File: src/rtl/regfile_arb_pkg.sv
// Shared types for the register-file write arbiter slice.
// Arbiter FSM states, register index, and the buffered aux write entry.
package regfile_arb_pkg;

    localparam int unsigned ARB_XLEN = 32;

    typedef logic [4:0] reg_idx_t;

    localparam reg_idx_t REG_X0 = 5'd0;

    typedef enum logic [1:0] {
        IDLE,
        DRAIN,
        FORCE
    } arb_state_e;

    typedef struct packed {
        reg_idx_t            rd;
        logic [ARB_XLEN-1:0] data;
    } aux_wr_t;

endpackage

File: src/rtl/regfile_write_arbiter_fifo.sv
// aux_wr_fifo: synchronous FIFO of aux_wr_t, DEPTH entries (power of 2).
// Ports: clk, rst (async active-low), push/din, pop/dout, full, empty, count.
module aux_wr_fifo
    import regfile_arb_pkg::*;
#(
    parameter int unsigned DEPTH = 2
) (
    input  logic                     clk,
    input  logic                     rst,
    input  logic                     push,
    input  aux_wr_t                  din,
    input  logic                     pop,
    output aux_wr_t                  dout,
    output logic                     full,
    output logic                     empty,
    output logic [$clog2(DEPTH):0]   count
);

    localparam int unsigned AW = $clog2(DEPTH);

    logic [AW:0] wr_ptr;
    logic [AW:0] rd_ptr;
    aux_wr_t     mem [DEPTH];

    always_ff @(posedge clk or negedge rst) begin
        if (!rst) begin
            wr_ptr <= '0;
            rd_ptr <= '0;
        end else begin
            if (push) wr_ptr <= wr_ptr + 1'b1;
            if (pop)  rd_ptr <= rd_ptr + 1'b1;
        end
    end

    always_ff @(posedge clk) begin
        if (push) mem[wr_ptr[AW-1:0]] <= din;
    end

    assign dout  = mem[rd_ptr[AW-1:0]];
    assign count = wr_ptr - rd_ptr;
    assign empty = (count == '0);
    assign full  = (count == (AW+1)'(DEPTH));

endmodule

File: src/rtl/regfile_write_arbiter.sv
// Shares the register-file write port between the WB stage (priority) and
// a buffered aux writer; exports pending_mask and forces a hold on starvation.
// Ports: clk, rst (async active-low), pipe_we/rd/data, aux_valid/rd/data,
// aux_ready, wr_en/addr/data, stall_req, pending_mask.
// Optional REGFILE_ARB_STATS_EN adds stat_aux_writes and stat_force_holds.
module regfile_write_arbiter
    import regfile_arb_pkg::*;
#(
    parameter int unsigned AUX_DEPTH  = 2,
    parameter int unsigned STARVE_MAX = 4,
    parameter int unsigned XLEN       = 32
) (
    input  logic            clk,
    input  logic            rst,
    input  logic            pipe_we,
    input  logic [4:0]      pipe_rd,
    input  logic [XLEN-1:0] pipe_data,
    input  logic            aux_valid,
    input  logic [4:0]      aux_rd,
    input  logic [XLEN-1:0] aux_data,
    output logic            aux_ready,
    output logic            wr_en,
    output logic [4:0]      wr_addr,
    output logic [XLEN-1:0] wr_data,
    output logic            stall_req,
    output logic [31:0]     pending_mask
`ifdef REGFILE_ARB_STATS_EN
    ,
    output logic [31:0]     stat_aux_writes,
    output logic [31:0]     stat_force_holds
`endif
);

    localparam int unsigned CW = $clog2(AUX_DEPTH) + 1;
    localparam int unsigned SW = $clog2(STARVE_MAX + 1);

    arb_state_e     state;
    aux_wr_t        fifo_in;
    aux_wr_t        head;
    logic           fifo_full;
    logic           fifo_empty;
    logic [CW-1:0]  fifo_cnt;
    logic           push;
    logic           grant_pipe;
    logic           grant_fifo;
    logic           last_pop;
    logic [SW-1:0]  starve_cnt;
    logic [SW-1:0]  starve_nxt;
    logic [31:0]    mask_nxt;

    assign aux_ready  = !fifo_full && !pending_mask[aux_rd];
    // x0 handshakes complete but are dropped here
    assign push       = aux_valid && aux_ready && (aux_rd != REG_X0);
    // During FORCE the pipe write is ignored; FIFO is never empty there
    assign grant_pipe = !stall_req && pipe_we;
    assign grant_fifo = !fifo_empty && !grant_pipe;
    assign last_pop   = grant_fifo && !push && (fifo_cnt == CW'(1));

    assign fifo_in.rd   = aux_rd;
    assign fifo_in.data = ARB_XLEN'(aux_data);

    aux_wr_fifo #(
        .DEPTH (AUX_DEPTH)
    ) u_fifo (
        .clk   (clk),
        .rst   (rst),
        .push  (push),
        .din   (fifo_in),
        .pop   (grant_fifo),
        .dout  (head),
        .full  (fifo_full),
        .empty (fifo_empty),
        .count (fifo_cnt)
    );

    always_comb begin
        starve_nxt = starve_cnt;
        if (fifo_empty || grant_fifo)
            starve_nxt = '0;
        else if (starve_cnt != SW'(STARVE_MAX))
            starve_nxt = starve_cnt + 1'b1;
    end

    // Push and pop never target the same register: a pushed rd is not pending
    always_comb begin
        mask_nxt = pending_mask;
        if (grant_fifo) mask_nxt[head.rd] = 1'b0;
        if (push)       mask_nxt[aux_rd]  = 1'b1;
    end

    always_ff @(posedge clk or negedge rst) begin
        if (!rst) begin
            state      <= IDLE;
            stall_req  <= 1'b0;
            starve_cnt <= '0;
        end else begin
            starve_cnt <= starve_nxt;
            unique case (state)
                IDLE: begin
                    if (push) state <= DRAIN;
                end
                DRAIN: begin
                    if (starve_nxt == SW'(STARVE_MAX)) begin
                        state     <= FORCE;
                        stall_req <= 1'b1;
                    end else if (last_pop) begin
                        state <= IDLE;
                    end
                end
                FORCE: begin
                    stall_req <= 1'b0;
                    state     <= last_pop ? IDLE : DRAIN;
                end
                default: begin
                    state     <= IDLE;
                    stall_req <= 1'b0;
                end
            endcase
        end
    end

    always_ff @(posedge clk or negedge rst) begin
        if (!rst) begin
            wr_en        <= 1'b0;
            wr_addr      <= '0;
            wr_data      <= '0;
            pending_mask <= '0;
        end else begin
            pending_mask <= mask_nxt;
            if (grant_pipe) begin
                wr_en <= (pipe_rd != REG_X0);
                if (pipe_rd != REG_X0) begin
                    wr_addr <= pipe_rd;
                    wr_data <= pipe_data;
                end
            end else if (grant_fifo) begin
                wr_en   <= 1'b1;
                wr_addr <= head.rd;
                wr_data <= XLEN'(head.data);
            end else begin
                wr_en <= 1'b0;
            end
        end
    end

`ifdef REGFILE_ARB_STATS_EN
    always_ff @(posedge clk or negedge rst) begin
        if (!rst) begin
            stat_aux_writes  <= '0;
            stat_force_holds <= '0;
        end else begin
            if (grant_fifo)       stat_aux_writes  <= stat_aux_writes + 1'b1;
            if (state == FORCE)   stat_force_holds <= stat_force_holds + 1'b1;
        end
    end
`endif

    // A WB write to a register with a queued aux write is a hazard-unit bug
    always @(posedge clk) begin
        if (rst && grant_pipe && pipe_rd != REG_X0)
            assert (!pending_mask[pipe_rd]);
    end

endmodule

File: config.mk
export PLATFORM = sky130hd
export DESIGN_NAME = regfile_write_arbiter
export DESIGN_NICKNAME = d
export VERILOG_FILES = /design/src/rtl/regfile_arb_pkg.sv /design/src/rtl/regfile_write_arbiter_fifo.sv /design/src/rtl/regfile_write_arbiter.sv
export SDC_FILE = /design/constraint.sdc
export NUM_CORES = 1
export LEC_CHECK = 0
export CAP_MARGIN = 5
export CELL_PAD_IN_SITES_DETAIL_PLACEMENT = 0
export CELL_PAD_IN_SITES_GLOBAL_PLACEMENT = 1
export CORE_AREA = 2 2 128 130
export DETAILED_ROUTE_END_ITERATION = 8
export DIE_AREA = 0 0 130 132
export HOLD_SLACK_MARGIN = 0.15
export PLACE_DENSITY = 0.83
export SETUP_SLACK_MARGIN = 0.4
export SLEW_MARGIN = 5
export SYNTH_ARGS = -nofsm -noshare
export SYNTH_HDL_FRONTEND = slang
export SYNTH_HIERARCHICAL = 1
export SYNTH_SLANG_ARGS = --single-unit
export TNS_END_PERCENT = 1
File: constraint.sdc
create_clock -name clk -period 11 [get_ports clk]
set_input_delay 2.2 -clock clk [delete_from_list [all_inputs] [get_ports clk]]
set_output_delay 2.2 -clock clk [all_outputs]
set_load 0.1 [all_outputs]
==> results of run 1 <==
## flip-flops by register name (all words and copies together), names as in the netlist
register       count
u_fifo/mem        74
pending_mask      32
wr_data           32
wr_addr            5
starve_cnt         3
state              2
u_fifo/rd_ptr      2
u_fifo/wr_ptr      2
stall_req          1
wr_en              1
## metal layers
layer | global-route usage, % | part of all wire (%)
met1 | 26.9 | 43
met2 | 31.1 | 47
met3 | 6.41 | 9.1
met4 | 6.51 | 0.86
met5 | 0 | 0.095
## layout by cell type, fill, tap and decap left out, types with 2 or more instances in the layout
cell	instances
mux4_2	7
mux2i_1	2
buf_4	3
nor2b_1	2
clkbuf_1	7
a21oi_1	2
nor2_1	48
inv_1	6
and2_1	2
mux2_4	10
clkdlybuf4s50_1	148
or3b_2	3
dfrtp_1	79
o31ai_1	28
and3_1	3
o21a_1	2
nand3b_1	11
xor2_1	3
nor3_1	4
o21ai_0	36
a22oi_1	2
bufinv_16	3
nand4_1	2
edfxtp_1	74
nand2_1	85
nand3_1	4
ha_1	3
clkbuf_16	17
a31oi_1	38
xnor2_1	4
mux2_2	27
clkinvlp_4	2
## metrics by stage
step / setup WS, ns / instances
after floorplan: 4.69 / 534
after global placement: 3.26 / 871
after detailed placement: 3.18 / 871
after CTS: 3.16 / 903
after global routing: 3.03 / 903
final: 3.20 / 903
## cell type report
class,instances,area share (%)
clock buffers,25,5.24
clock inverters,7,1.34
inverters,6,0.254
multi-input cells,344,25.6
flip-flops and latches,154,47.6
well taps,216,3.04
repair buffers,151,16.9
## cells by family (layout without fill, tap and decap cells)
family | Yosys count | after routing | share of synthesized area, %
and+or+nand+nor | 174 | 174 | 11.8
DFF | 154 | 154 | 63.4
AOI/OAI and AO/OA | 114 | 114 | 11.1
muxes | 46 | 46 | 9.49
buffers and inverters | 36 | 189 | 2.76
xor gates and xnor gates | 7 | 7 | 0.921
adders and majority gates | 3 | 3 | 0.564
## critical path: cells and delay by family
kind            cells  cell delay (ns)
simple gates        2             0.40
compound gates      1             0.31
mux                 1             0.60
buf+inv             2             2.08
## worst max path at each step
stage | start | endpoint | slack (ns) | cells past startpoint
floorplan | aux_rd[1] | aux_ready | 4.69 | 5
global placement | aux_rd[0] | aux_ready | 3.26 | 6
detailed placement | aux_rd[0] | aux_ready | 3.18 | 6
CTS | aux_rd[0] | aux_ready | 3.16 | 6
global route | aux_rd[0] | aux_ready | 3.03 | 6
finish | aux_rd[0] | aux_ready | 3.20 | 6
==> impl_metrics.csv, run 1 <==
group,metric,value,unit
outcome,status,"completed",
cts,clkTransAtPathRegs,0.05,ns
worst_setup_path,reg2reg_from,"u_fifo/rd_ptr[0]$_DFFE_PN0P_",
die,rows,46,
global_routing,grt_pass1_vias,4884,
worst_setup_path,rr_worst_depth,9,
drt,drt_iter0_drc,336,
worst_setup_path,critical_path.most_common_cell,"clkdlybuf4s50_1",
layout,drive_gt1_share,12.4,%
logic_synthesis,syn-num-nets,615,
layout,areaGrowthSynthToFinish,33.4,%
worst_setup_path,cp_max_fo,15,
logic_synthesis,synth_edf_count,74,
worst_setup_path,slowest_delay,1.14,ns
logic_synthesis,synth_cell_type_count,42,
logic_synthesis,synth_top_cell_by_area,"edfxtp_1",
logic_synthesis,synth.most_common_cell,"nand2_1",
drt,wl_per_cell,18.7,um
worst_setup_path,cp.arrival,5.60,ns
drt,vias,4862,
worst_setup_path,crit_chain,"clkdlybuf4s50_1 -> mux4_2 -> a32oi_2 -> and2_1 -> and3_1 -> clkdlybuf4s50_1",
worst_setup_path,critPathSlowestCell,"clkdlybuf4s50_1",
global_routing,antenna_found_initial,1,
die,die-height,132,um
cts,holdBufCountCts,0,
layout,multi_input_area,0.00228,mm2
layout,layout.nets,755,
logic_synthesis,ys.flop_type,"dfrtp_1",
logic_synthesis,syn_inst,534,
global_routing,grt_max_degree,81,
cts,post_cts_resize_count,0,
cts,htree_levels,4,
drt,routed_wl,16900,um
placed_design,placed_area,0.00830,mm2
layout,num-fill-cells,1278,
cts,cts_tree,"yes",
placed_design,port_buffers,149,
timing,slew_headroom,23.6,%
cts,post_cts_buffers,0,
logic_synthesis,async_flop_share,51.9,%
logic_synthesis,netlist_area,0.00666,mm2
global_routing,grtUsageTotal,20.1,%
worst_setup_path,cp-start-kind,"input port",
cts,clock-sinks,154,
timing,tightest_slew,1.14,ns
job,cap_violations,0,
worst_hold_path,holdPathEnd,"state[1]$_DFFE_PN0P_",
drt,drc,0,
timing,rsz0062_at_grt,"no",
drt,antenna_left,0,
timing,tns,0,ns
logic_synthesis,synth-seq-area-share,63.4,%
global_routing,grt_overflow,0,
logic_synthesis,synth_top_area_share,33.4,%
logic_synthesis,yosysWarnings,6,
worst_hold_path,min_path_type,"reg -> reg",
placed_design,hpwl,11100,um
drt,drt-vias-per-instance,5.38,
worst_setup_path,cp-end-kind,"output port",
worst_setup_path,rrSetupSlack,7.27,ns
worst_hold_path,min_from,"state[1]$_DFFE_PN0P_",
placed_design,gp_congestion,0.864,
timing,period_minus_slack,7.80,ns
logic_synthesis,synthTopCellsByArea,"edfxtp_1, dfrtp_1, nand2_1, mux2_2, a31oi_1",
worst_setup_path,required,8.80,ns
worst_hold_path,hold_path_depth,1,
timing,hold_slack,0.481,ns
timing,skew,0.0106,ns
timing,hold_viol_final,0,
cts,cts_buffers,17,
global_routing,grt_pass1_wl,26400,um
die,dieArea,0.0172,mm2
die,io_pins,150,
worst_setup_path,path_class,"in -> out",
cts,cts-root-buf,"clkbuf_16",
logic_synthesis,netlist_top_cells_count,"nand2_1, dfrtp_1, edfxtp_1, nor2_1, a31oi_1",
cts,clk_latency,0.42,ns
logic_synthesis,avgSynthCellArea,12.5,um2
timing,fin_crit_sh,71.0,%
die,initial_core_util,42.4,%
timing,fmax,128,MHz
layout,layout.area.seq,0.00423,mm2
layout,antenna_cells,0,
timing,finalSetupViolCount,0,
layout,final_area,0.00888,mm2
worst_setup_path,reg2reg_to,"u_fifo/mem[0][23]$_DFFE_PP_",
drt,first_pass_iters,5,
timing,drv_slew,0,
cts,clockBufferDepth,2,
die,core_area,0.0157,mm2
die,die_w,130,um
logic_synthesis,ys_ff_latch,154,
layout,final_util,56.5,%
Power of run 1 is not shown: default switching activity piles up to over one toggle a cycle in this logic, so the estimate is an artifact.
==> run 2: changes to the inputs <==
--- a/config.mk
+++ b/config.mk
@@ -8,11 +8,11 @@
 export CAP_MARGIN = 5
 export CELL_PAD_IN_SITES_DETAIL_PLACEMENT = 0
 export CELL_PAD_IN_SITES_GLOBAL_PLACEMENT = 1
-export CORE_AREA = 2 2 128 130
+export CORE_AREA = 2 2 133 135
 export DETAILED_ROUTE_END_ITERATION = 8
-export DIE_AREA = 0 0 130 132
+export DIE_AREA = 0 0 135 137
 export HOLD_SLACK_MARGIN = 0.15
-export PLACE_DENSITY = 0.83
+export PLACE_DENSITY = 0.77
 export SETUP_SLACK_MARGIN = 0.4
 export SLEW_MARGIN = 5
 export SYNTH_ARGS = -nofsm -noshare
==> constraint.sdc (replaced) <==
create_clock -name clk -period 7.4 [get_ports clk]
set_input_delay 1.48 -clock clk [delete_from_list [all_inputs] [get_ports clk]]
set_output_delay 1.48 -clock clk [all_outputs]
set_load 0.1 [all_outputs]
==> run 2 against run 1 <==
Net effect: global-route usage fell by 0.80 points; flip-flop and latch count did not move; worst setup slack worse by 1.3 ns; highest routed layer is now met4; largest cell class unchanged; die area grew 7.8%; non-clock buffer count is the same; clock skew barely moved; critical path type unchanged.
==> impl_metrics.csv, run 2 (same netlist as run 1, synthesis figures left out) <==
group,metric,value,unit
worst_setup_path,rr_worst_depth,9,
worst_setup_path,required,5.92,ns
die,die-height,137,um
worst_hold_path,min_path_type,"reg -> reg",
worst_setup_path,cp_max_fo,15,
layout,layout_common_cells,"clkdlybuf4s50_1, nand2_1, dfrtp_1, edfxtp_1, nor2_1",
worst_setup_path,path_buf_inv,2,
placed_design,gp_congestion,0.877,
worst_setup_path,startpoint,"aux_rd[0]",
global_routing,antenna_found_initial,0,
timing,fin_crit_sh,74.1,%
worst_setup_path,reg2reg_from,"u_fifo/rd_ptr[0]$_DFFE_PN0P_",
drt,vias,4818,
die,dieArea,0.0185,mm2
worst_setup_path,path_class,"in -> out",
timing,slew_headroom,23.4,%
timing,period_minus_slack,5.48,ns
global_routing,grt_max_degree,81,
die,rows,48,
cts,clockBufferDepth,2,
die,core_area,0.0171,mm2
die,die_w,135,um
cts,clk_latency,0.43,ns
layout,antenna_cells,0,
drt,drc,0,
worst_setup_path,critPathSlowestCell,"clkdlybuf4s50_1",
timing,tns,0,ns
timing,skew,0.0105,ns
cts,clkTransAtPathRegs,0.06,ns
drt,drt_iter0_drc,300,
cts,cts_tree,"yes",
timing,worst_slack,1.92,ns
placed_design,hpwl,11400,um
drt,antenna_left,0,
worst_hold_path,hold_path_depth,1,
worst_setup_path,cp-start-kind,"input port",
layout,final_common_cell,"clkdlybuf4s50_1",
worst_setup_path,reg2reg_to,"u_fifo/mem[0][16]$_DFFE_PP_",
worst_hold_path,holdPathEnd,"stall_req$_DFFE_PN0P_",
layout,drive_gt1_share,13.1,%
worst_setup_path,crit_chain,"clkdlybuf4s50_1 -> mux4_2 -> a32oi_2 -> and2_1 -> and3_1 -> buf_4",
timing,drv_slew,0,
worst_setup_path,cp-end-kind,"output port",
timing,finalSetupViolCount,0,
placed_design,place_ws,1.90,ns
cts,post_cts_resize_count,0,
layout,layout.nets,755,
cts,htree_levels,4,
drt,drt-vias-per-instance,5.28,
global_routing,grt_pass1_vias,4894,
global_routing,grt_pass1_wl,26900,um
global_routing,grt_overflow,0,
drt,first_pass_iters,5,
timing,rsz0062_at_grt,"no",
outcome,status,"completed",
cts,cts-root-buf,"clkbuf_16",
cts,cts_buffers,17,
worst_setup_path,rrSetupSlack,3.61,ns
drt,routed_wl,17300,um
global_routing,grtUsageTotal,19.3,%
cts,clock-sinks,154,
drt,wl_per_cell,18.9,um
timing,tightest_slew,1.15,ns
layout,areaGrowthSynthToFinish,33.9,%
worst_setup_path,cp_top_family,"buffers and inverters",
cts,post_cts_buffers,0,
layout,largest_register_ffs,74,
cts,holdBufCountCts,0,
worst_hold_path,min_from,"state[1]$_DFFE_PN0P_",
placed_design,port_buffers,149,
die,io_pins,150,
job,cap_violations,0,
worst_setup_path,cp.arrival,4.00,ns
worst_setup_path,slowest_delay,0.96,ns
die,initial_core_util,39.0,%
timing,fmax,182,MHz
timing,hold_viol_final,0,
## run 2: how the worst max path moves through the flow
stage,cells past startpoint,endpoint,slack (ns)
2_1_floorplan,7,u_fifo/mem[0][0]$_DFFE_PP_,2.47
3_3_place_gp,6,aux_ready,1.95
3_5_place_dp,6,aux_ready,1.90
4_1_cts,6,aux_ready,1.89
5_1_grt,6,aux_ready,1.75
6_report,6,aux_ready,1.92
## run 2: routing by layer
layer  routed length, um  global-route usage, %
met3                1250                   4.78
met5                   0                      0
met2                8180                   30.9
met4                 422                   8.33
met1                7400                   25.1
## run 2: per-stage QoR
step	cells	utilization, %	cell area [um2]	hold slack (ns)
after CTS	912	52.3	8920	0.499
after detailed placement	880	48.7	8310	0.488
final	912	52.3	8920	0.496
after global placement	880	48.7	8310	0.460
after floorplan	534	-	6660	0.438
after global routing	912	52.3	8920	0.514
## run 2: layout make-up
| type | instances | area (um2) |
|---|---|---|
| clock buffers | 23 | 500 |
| clock inverters | 9 | 110 |
| inverters | 6 | 22.5 |
| repair buffers | 151 | 1500 |
| flip-flops and latches | 154 | 4230 |
| multi-input cells | 344 | 2280 |
| well taps | 225 | 282 |
| fillers | 1485 | 8140 |
Power of run 2 is left out for the same reason.
==> run 3: changes to the inputs <==
==> constraint.sdc (replaced) <==
create_clock -name clk -period 5.4 [get_ports clk]
set_input_delay 1.08 -clock clk [delete_from_list [all_inputs] [get_ports clk]]
set_output_delay 1.08 -clock clk [all_outputs]
set_load 0.1 [all_outputs]
==> run 3 against run 2 <==
Net effect: global-route usage shrank 0.47 points; wire length down 2.3%; first-iteration DRC count increased by 21%; critical path type unchanged; final cell count rose by 0.44%.
==> impl_metrics.csv, run 3 (same netlist as run 1, synthesis figures left out) <==
group,metric,value,unit
timing,rsz0062_at_grt,"no",
cts,cts_buffers,17,
drt,drc,0,
drt,wirelength_met1,7380,um
worst_setup_path,slowest_delay,0.91,ns
global_routing,grt_pass1_vias,4868,
drt,antenna_left,0,
worst_setup_path,required,4.32,ns
outcome,status,"completed",
layout,layout_common_cells,"clkdlybuf4s50_1, nand2_1, dfrtp_1, edfxtp_1, nor2_1",
drt,wl_per_cell,18.4,um
worst_setup_path,cp.arrival,3.56,ns
timing,tns,0,ns
global_routing,antenna_found_initial,0,
worst_setup_path,cp-end-kind,"output port",
drt,routed_wl,16900,um
drt,first_pass_iters,5,
cts,holdBufCountCts,0,
cts,clk_latency,0.42,ns
layout,drive_gt1_share,14.0,%
timing,finalSetupViolCount,0,
global_routing,grt_max_degree,81,
cts,post_cts_resize_count,0,
placed_design,placedCellCount,884,
timing,period_minus_slack,4.64,ns
placed_design,placed_area,0.00835,mm2
placed_design,gp_congestion,0.868,
worst_setup_path,path_buf_inv,2,
die,initial_core_util,39.0,%
cts,cts_tree,"yes",
cts,htree_levels,4,
die,die-height,137,um
placed_design,hpwl,11200,um
die,die_w,135,um
worst_setup_path,cp_max_fo,15,
layout,final_area,0.00893,mm2
worst_setup_path,critPathSlowestCell,"clkdlybuf4s50_1",
global_routing,grt_pass1_wl,26300,um
worst_setup_path,cp_top_family,"buffers and inverters",
worst_setup_path,path_class,"in -> out",
timing,drv_slew,0,
die,io_pins,150,
drt,routed-wl-met3,1190,um
global_routing,grt_overflow,0,
cts,clockBufferDepth,2,
worst_hold_path,min_path_type,"reg -> reg",
drt,drt-vias-per-instance,5.30,
global_routing,grtUsageTotal,18.8,%
layout,final_util,52.4,%
layout,fin_cells,916,
worst_setup_path,crit_chain,"clkdlybuf4s50_1 -> mux4_2 -> a32oi_2 -> and2_1 -> and3_1 -> buf_12",
cts,clock-sinks,154,
layout,layout.nets,759,
timing,skew,0.0115,ns
timing,fmax,216,MHz
drt,wl_met2,7960,um
job,cap_violations,0,
drt,drt_iter0_drc,363,
die,core_area,0.0171,mm2
cts,cts-root-buf,"clkbuf_16",
layout,areaGrowthSynthToFinish,34.1,%
die,dieArea,0.0185,mm2
die,rows,48,
layout,final_common_cell,"clkdlybuf4s50_1",
timing,fin_crit_sh,85.8,%
cts,post_cts_buffers,0,
timing,slew_headroom,28.9,%
drt,top_layer,"met4",
worst_setup_path,cp-start-kind,"input port",
layout,antenna_cells,0,
timing,hold_viol_final,0,
drt,vias,4851,
cts,clkTransAtPathRegs,0.07,ns
timing,tightest_slew,1.07,ns
placed_design,port_buffers,149,
layout,largest_register_ffs,74,
run 3: cell types whose count changed in the layout (fill, tap and decap cells not counted), sizes merged:
cell / before / now
inv: 7 / 14
clkbuf: 23 / 17
buf: 4 / 8
bufinv: 2 / 1
clkinv: 3 / 2
clkinvlp: 3 / 4
run 3: path summary, 6_finish.rpt:
kind | slack, ns | startpoint | endpoint | depth (start not counted)
setup / recovery | 0.76 | aux_rd[0] | aux_ready | 6
hold / removal | 0.48 | state[1]$_DFFE_PN0P_ | stall_req$_DFFE_PN0P_ | 1
setup reg to reg | 2.61 | u_fifo/wr_ptr[0]$_DFFE_PN0P_ | u_fifo/mem[0][0]$_DFFE_PP_ | 11
hold reg to reg | 0.48 | state[1]$_DFFE_PN0P_ | stall_req$_DFFE_PN0P_ | 1
max in group asynchronous | 3.80 | rst | u_fifo/rd_ptr[0]$_DFFE_PN0P_ | 1
min in group asynchronous | 0.80 | rst | wr_data[6]$_DFFE_PN0P_ | 1
run 3: through the flow:
| step | hold WS (ns) | setup WS, ns |
|---|---|---|
| detailed placement | 0.474 | 0.759 |
| global placement | 0.458 | 0.771 |
| floorplan | 0.438 | 0.868 |
| CTS | 0.483 | 0.744 |
| global route | 0.527 | 0.576 |
| finish | 0.477 | 0.765 |
run 3: layer usage:
metal | global-route usage [%] | up-vias
li1 | - | 2251
met1 | 24.9 | 2357
met2 | 30.8 | 220
met3 | 3.81 | 23
met4 | 7.00 | 0
met5 | 0 | -
run 3: area by class of cell:
cell class                      count  area, um2
Clock inverter                     15        155
Sequential cell                   154       4230
Tap cell                          225        282
Clock buffer                       17        425
Inverter                            6       22.5
Multi-Input combinational cell    344       2280
Timing Repair Buffer              155       1540
Fill cell                        1445       8130
Power of run 3 is left out for the same reason.
